### config.mk
export PLATFORM = sky130hd
export DESIGN_NAME = upe_seq
export DESIGN_NICKNAME = d
export VERILOG_FILES = /design/src/rtl/upe_seq_pkg.sv /design/src/rtl/upe_triplemul16uuu.sv /design/src/rtl/upe_seq.sv
export SDC_FILE = /design/constraint.sdc
export NUM_CORES = 2
export LEC_CHECK = 0
export ABC_AREA = 1
export CAP_MARGIN = 10
export CORE_UTILIZATION = 40
export CTS_CLUSTER_SIZE = 16
export DETAILED_ROUTE_END_ITERATION = 16
export PLACE_DENSITY_LB_ADDON = 0.08
export SETUP_SLACK_MARGIN = 0.5
export SYNTH_ARGS = -nofsm -noshare
export SYNTH_HDL_FRONTEND = slang
export SYNTH_SLANG_ARGS = --single-unit
### constraint.sdc
create_clock -name clk -period 17.5 [get_ports clk]
set_input_delay 2.625 -clock clk [delete_from_list [all_inputs] [get_ports clk]]
set_output_delay 2.625 -clock clk [all_outputs]
set_load 0.005 [all_outputs]
### src/rtl/upe_seq_pkg.sv
// Shared definitions for the sequential uncertainty-propagation engine:
// FSM state encoding, datapath widths and the sign/magnitude helper.
package upe_seq_pkg;

    typedef enum logic [2:0] {
        S_IDLE = 3'd0,
        S_TX   = 3'd1,
        S_TXY  = 3'd2,
        S_TY   = 3'd3,
        S_DONE = 3'd4
    } upe_state_e;

    localparam int OPND_W   = 16;
    localparam int PROD_W   = 48;
    localparam int RESULT_W = 64;

    // -32768 maps to 16'h8000, which is the correct unsigned magnitude.
    function automatic logic [OPND_W-1:0] mag16(input logic [OPND_W-1:0] v);
        return v[OPND_W-1] ? (~v + 16'd1) : v;
    endfunction

endpackage

### src/rtl/upe_triplemul16uuu.sv
// Combinational 16x16x16 unsigned triple multiplier with a full 48-bit product.
module upe_triplemul16uuu
    import upe_seq_pkg::*;
(
    input  logic [OPND_W-1:0] a,
    input  logic [OPND_W-1:0] b,
    input  logic [OPND_W-1:0] c,
    output logic [PROD_W-1:0] p
);

    logic [PROD_W-1:0] a_ext;
    logic [PROD_W-1:0] b_ext;
    logic [PROD_W-1:0] c_ext;

    assign a_ext = {{(PROD_W-OPND_W){1'b0}}, a};
    assign b_ext = {{(PROD_W-OPND_W){1'b0}}, b};
    assign c_ext = {{(PROD_W-OPND_W){1'b0}}, c};
    assign p     = a_ext * b_ext * c_ext;

endmodule

### src/rtl/upe_seq.sv
// Sequential uncertainty-propagation engine: one shared triple multiplier walks
// the x, cross and y terms of var_z over three cycles into a signed accumulator.
module upe_seq
    import upe_seq_pkg::*;
(
    input  logic                clk,
    input  logic                rst_n,
    input  logic                in_valid,
    output logic                in_ready,
    input  logic [15:0]         var_x,
    input  logic [15:0]         var_y,
    input  logic [15:0]         covar_xy,
    input  logic [15:0]         dfdx,
    input  logic [15:0]         dfdy,
    output logic                out_valid,
    input  logic                out_ready,
    output logic [63:0]         var_z,
    output logic                busy
);

    upe_state_e          state_q, state_d;
    logic [OPND_W-1:0]   var_x_q, var_x_d;
    logic [OPND_W-1:0]   var_y_q, var_y_d;
    logic [OPND_W-1:0]   mag_xy_q, mag_xy_d;
    logic [OPND_W-1:0]   mag_dx_q, mag_dx_d;
    logic [OPND_W-1:0]   mag_dy_q, mag_dy_d;
    logic                sign_xy_q, sign_xy_d;
    logic [RESULT_W-1:0] acc_q, acc_d;

    logic [OPND_W-1:0]   mul_a, mul_b, mul_c;
    logic [PROD_W-1:0]   mul_p;
    logic [RESULT_W-1:0] prod_ext;
    logic [RESULT_W-1:0] prod_x2;

    upe_triplemul16uuu u_mul (
        .a (mul_a),
        .b (mul_b),
        .c (mul_c),
        .p (mul_p)
    );

    assign prod_ext = {{(RESULT_W-PROD_W){1'b0}}, mul_p};
    assign prod_x2  = {prod_ext[RESULT_W-2:0], 1'b0};

    always_comb begin
        state_d   = state_q;
        var_x_d   = var_x_q;
        var_y_d   = var_y_q;
        mag_xy_d  = mag_xy_q;
        mag_dx_d  = mag_dx_q;
        mag_dy_d  = mag_dy_q;
        sign_xy_d = sign_xy_q;
        acc_d     = acc_q;
        // Operands stay at zero outside the term states so the multiplier is quiet.
        mul_a     = '0;
        mul_b     = '0;
        mul_c     = '0;

        unique case (state_q)
            S_IDLE: begin
                if (in_valid) begin
                    var_x_d   = var_x;
                    var_y_d   = var_y;
                    mag_xy_d  = mag16(covar_xy);
                    mag_dx_d  = mag16(dfdx);
                    mag_dy_d  = mag16(dfdy);
                    sign_xy_d = covar_xy[15] ^ dfdx[15] ^ dfdy[15];
                    acc_d     = '0;
                    state_d   = S_TX;
                end
            end
            S_TX: begin
                mul_a   = var_x_q;
                mul_b   = mag_dx_q;
                mul_c   = mag_dx_q;
                acc_d   = prod_ext;
                state_d = S_TXY;
            end
            S_TXY: begin
                mul_a   = mag_xy_q;
                mul_b   = mag_dx_q;
                mul_c   = mag_dy_q;
                acc_d   = sign_xy_q ? (acc_q - prod_x2) : (acc_q + prod_x2);
                state_d = S_TY;
            end
            S_TY: begin
                mul_a   = var_y_q;
                mul_b   = mag_dy_q;
                mul_c   = mag_dy_q;
                acc_d   = acc_q + prod_ext;
                state_d = S_DONE;
            end
            S_DONE: begin
                if (out_ready) begin
                    state_d = S_IDLE;
                end
            end
            default: begin
                state_d = S_IDLE;
            end
        endcase
    end

    always_ff @(posedge clk or negedge rst_n) begin
        if (!rst_n) begin
            state_q   <= S_IDLE;
            var_x_q   <= '0;
            var_y_q   <= '0;
            mag_xy_q  <= '0;
            mag_dx_q  <= '0;
            mag_dy_q  <= '0;
            sign_xy_q <= 1'b0;
            acc_q     <= '0;
        end else begin
            state_q   <= state_d;
            var_x_q   <= var_x_d;
            var_y_q   <= var_y_d;
            mag_xy_q  <= mag_xy_d;
            mag_dx_q  <= mag_dx_d;
            mag_dy_q  <= mag_dy_d;
            sign_xy_q <= sign_xy_d;
            acc_q     <= acc_d;
        end
    end

    assign in_ready  = (state_q == S_IDLE);
    assign out_valid = (state_q == S_DONE);
    assign busy      = (state_q != S_IDLE);
    assign var_z     = acc_q;

endmodule

==> results.cfg <==
[global_route]
grt_max_degree = 82
grt_pass1_wl_mm = 252.1
grt_overflow = 0
antenna_found_initial = 1
grt_pass1_vias = 42119
grt_usage_pct = 30.70

[worst_hold_path]
min_path_type = reg -> reg
min_path_cells = 2

[worst_setup_path]
critical-path-slowest-cell = nand3_1
slowest_delay_ps = 590
endpoint_kind = flop
ff2ff_path_depth = 64
startpoint_type = flop
cp.required_ps = 17850
cp_data_arrival_time_ps = 16530
cp_max_fo = 36
crit_type = reg -> reg

[yosys]
synth_cell_types = 57
netlist_top_cells_count = nand2_1 (1622), inv_1 (1418), fa_1 (614)
netlist_instances = 6287
synth_area_leaders = fa_1 (29%), nand2_1 (14%), inv_1 (12%)
yosys.area.top_type = fa_1
syn_area_mm2 = 0.04286
yosysMostFrequentCell = nand2_1
synthesis.nets = 7323
yosysSeqAreaShare_pct = 8.642
synth_ff_type = dfrtp_1
synth_async_sr_flop_share_pct = 100.0
synth_top_area_share_pct = 28.68
synth-edff-count = 0
avgSynthCellArea_um2 = 6.817
synth-seq-cells = 148
synth_warnings = 0

[cts]
clk_root_buffer_cell = clkbuf_16
worstSkewPairLatency_ps = 490
cts_buffer_depth = 2
path_clk_slew_ps = 70
cts_sinks = 148
cts_htree_levels = 4
cts_made_buffers = 17
cts_tree = yes
cts_hold_repair.buffers = 0

[final_layout]
syn2layout_area_growth_pct = 10.29
num_antenna_cells = 0
nNetsFinal = 7463
layoutNonFillerInstCount = 7831
drive_above_1_share_pct = 5.543
fillers = 11283

[timing]
fmax_ghz = 0.06179
finalCritPeriodShare_pct = 92.49
worstMarginPinSlew_ps = 1209
hold_viol = 0
setup_violations = 0
rsz0062_at_grt = no
fin_crit_ps = 16190
skew_ps = 19.85
fin_setup_tns_ps = 0
timing.slew.headroom_pct = 18.53
drv_slew = 0

[floorplanning]
die_w_um = 329.3
die-area_mm2 = 0.1085
rows = 119
start_util_pct = 40.54
io_pins = 151
die_y_um = 329.3
core-area_mm2 = 0.1057

[placement]
dp_hpwl_mm = 137.5
gp_congestion = 1.007
io_buffers = 150
placed_cells = 7795

[route]
drt-pass1-iter-count = 6
drtIter0Drc = 3007
drcViolationCount = 0
final_antenna_net_count = 0
num_vias = 40955
wirelength_mm = 162.4
via_per_inst = 5.230
wl_per_cell_um = 20.74

[run_status]
status = finished clean

[job]
maxCapViolations = 0
==> worst max-delay path: cells and delay by family, from the launching register on <==
kind	cells	cell delay, ps
xor+xnor	2	510
flops	1	500
compound gates	9	1700
fa+ha+maj	15	7110
buf+inv	17	1960
simple gates	21	4210
==> what timing repair did <==
action / CTS / global route
endpoints found under the setup margin: 0 / 32
gates resized for setup: 0 / 28
setup buffers: 0 / 4
==> cells in the final DEF, fill, tap and decap left out, types with 24 or more instances in the layout <==
cell type and count:
nand2_1 1619, nand3_1 273, a21o_1 24, o21ai_0 216
xnor2_1 26, a31oi_1 50, ha_1 338, fa_1 614
nor2_1 561, xor2_1 78, dfrtp_1 148, clkdlybuf4s50_1 149
nor3_1 42, or2_2 101, buf_4 125, nand4_1 37
o2111ai_1 37, inv_1 1415, a21oi_1 292
==> path summary, 6_finish.rpt <==
check / startpoint / to / slack (ps)
max: state_q[1]$_DFFE_PN0P_ / var_z[59]$_DFFE_PN0P_ / 1310
min: var_y_q[1]$_DFFE_PN0P_ / var_y_q[1]$_DFFE_PN0P_ / 480
max reg2reg: state_q[1]$_DFFE_PN0P_ / var_z[59]$_DFFE_PN0P_ / 1310
min reg2reg: var_y_q[1]$_DFFE_PN0P_ / var_y_q[1]$_DFFE_PN0P_ / 480
max in group asynchronous: rst_n / mag_dy_q[11]$_DFFE_PN0P_ / 13580
min in group asynchronous: rst_n / var_y_q[7]$_DFFE_PN0P_ / 2180
==> cell type report <==
cell class | count | area [um^2] | area share [%]
Clock buffer | 18 | 439.2 | 0.9292
Clock inverter | 14 | 163.9 | 0.3468
Inverter | 1444 | 5454 | 11.54
Multi-Input combinational cell | 4539 | 33300 | 70.45
Sequential cell | 148 | 3704 | 7.836
Tap cell | 1391 | 1740 | 3.682
Timing Repair Buffer | 277 | 2464 | 5.212
==> through the flow <==
step                area, um^2  hold WS (ps)  setup WS (ps)  util, %
finish                   47260         475.5           1315    44.71
global route             47260         500.2          497.5    44.71
CTS                      47120         475.9          546.7    44.57
detailed placement       46520         459.2          643.4    44.00
global placement         46520         455.7          634.5    44.00
floorplan                42860         442.2           3816        -
==> state kept, by name, indices dropped and copies added, names as in the netlist <==
| register | flops |
|---|---|
| mag_dx_q | 16 |
| mag_dy_q | 16 |
| mag_xy_q | 16 |
| sign_xy_q | 1 |
| state_q | 3 |
| var_x_q | 16 |
| var_y_q | 16 |
| var_z | 64 |
==> routing by layer <==
layer	share of wire (%)	vias up	track usage [%]
li1	-	19457	-
met5	0	-	0
met2	48	1274	52.15
met4	3.5	0	10.03
met1	43	19986	41.02
met3	5.5	238	2.806
==> logic make-up after synthesis <==
kind of cell,share of synthesized area (%)
xor+xnor,2.341
flops,8.642
compound gates,10.01
buf+inv,14.05
simple gates,26.40
fa+ha+maj,38.55
Power is left out: the tool's default activity adds up to more than one toggle a clock period on the data nets, which glitch-free logic cannot reach.
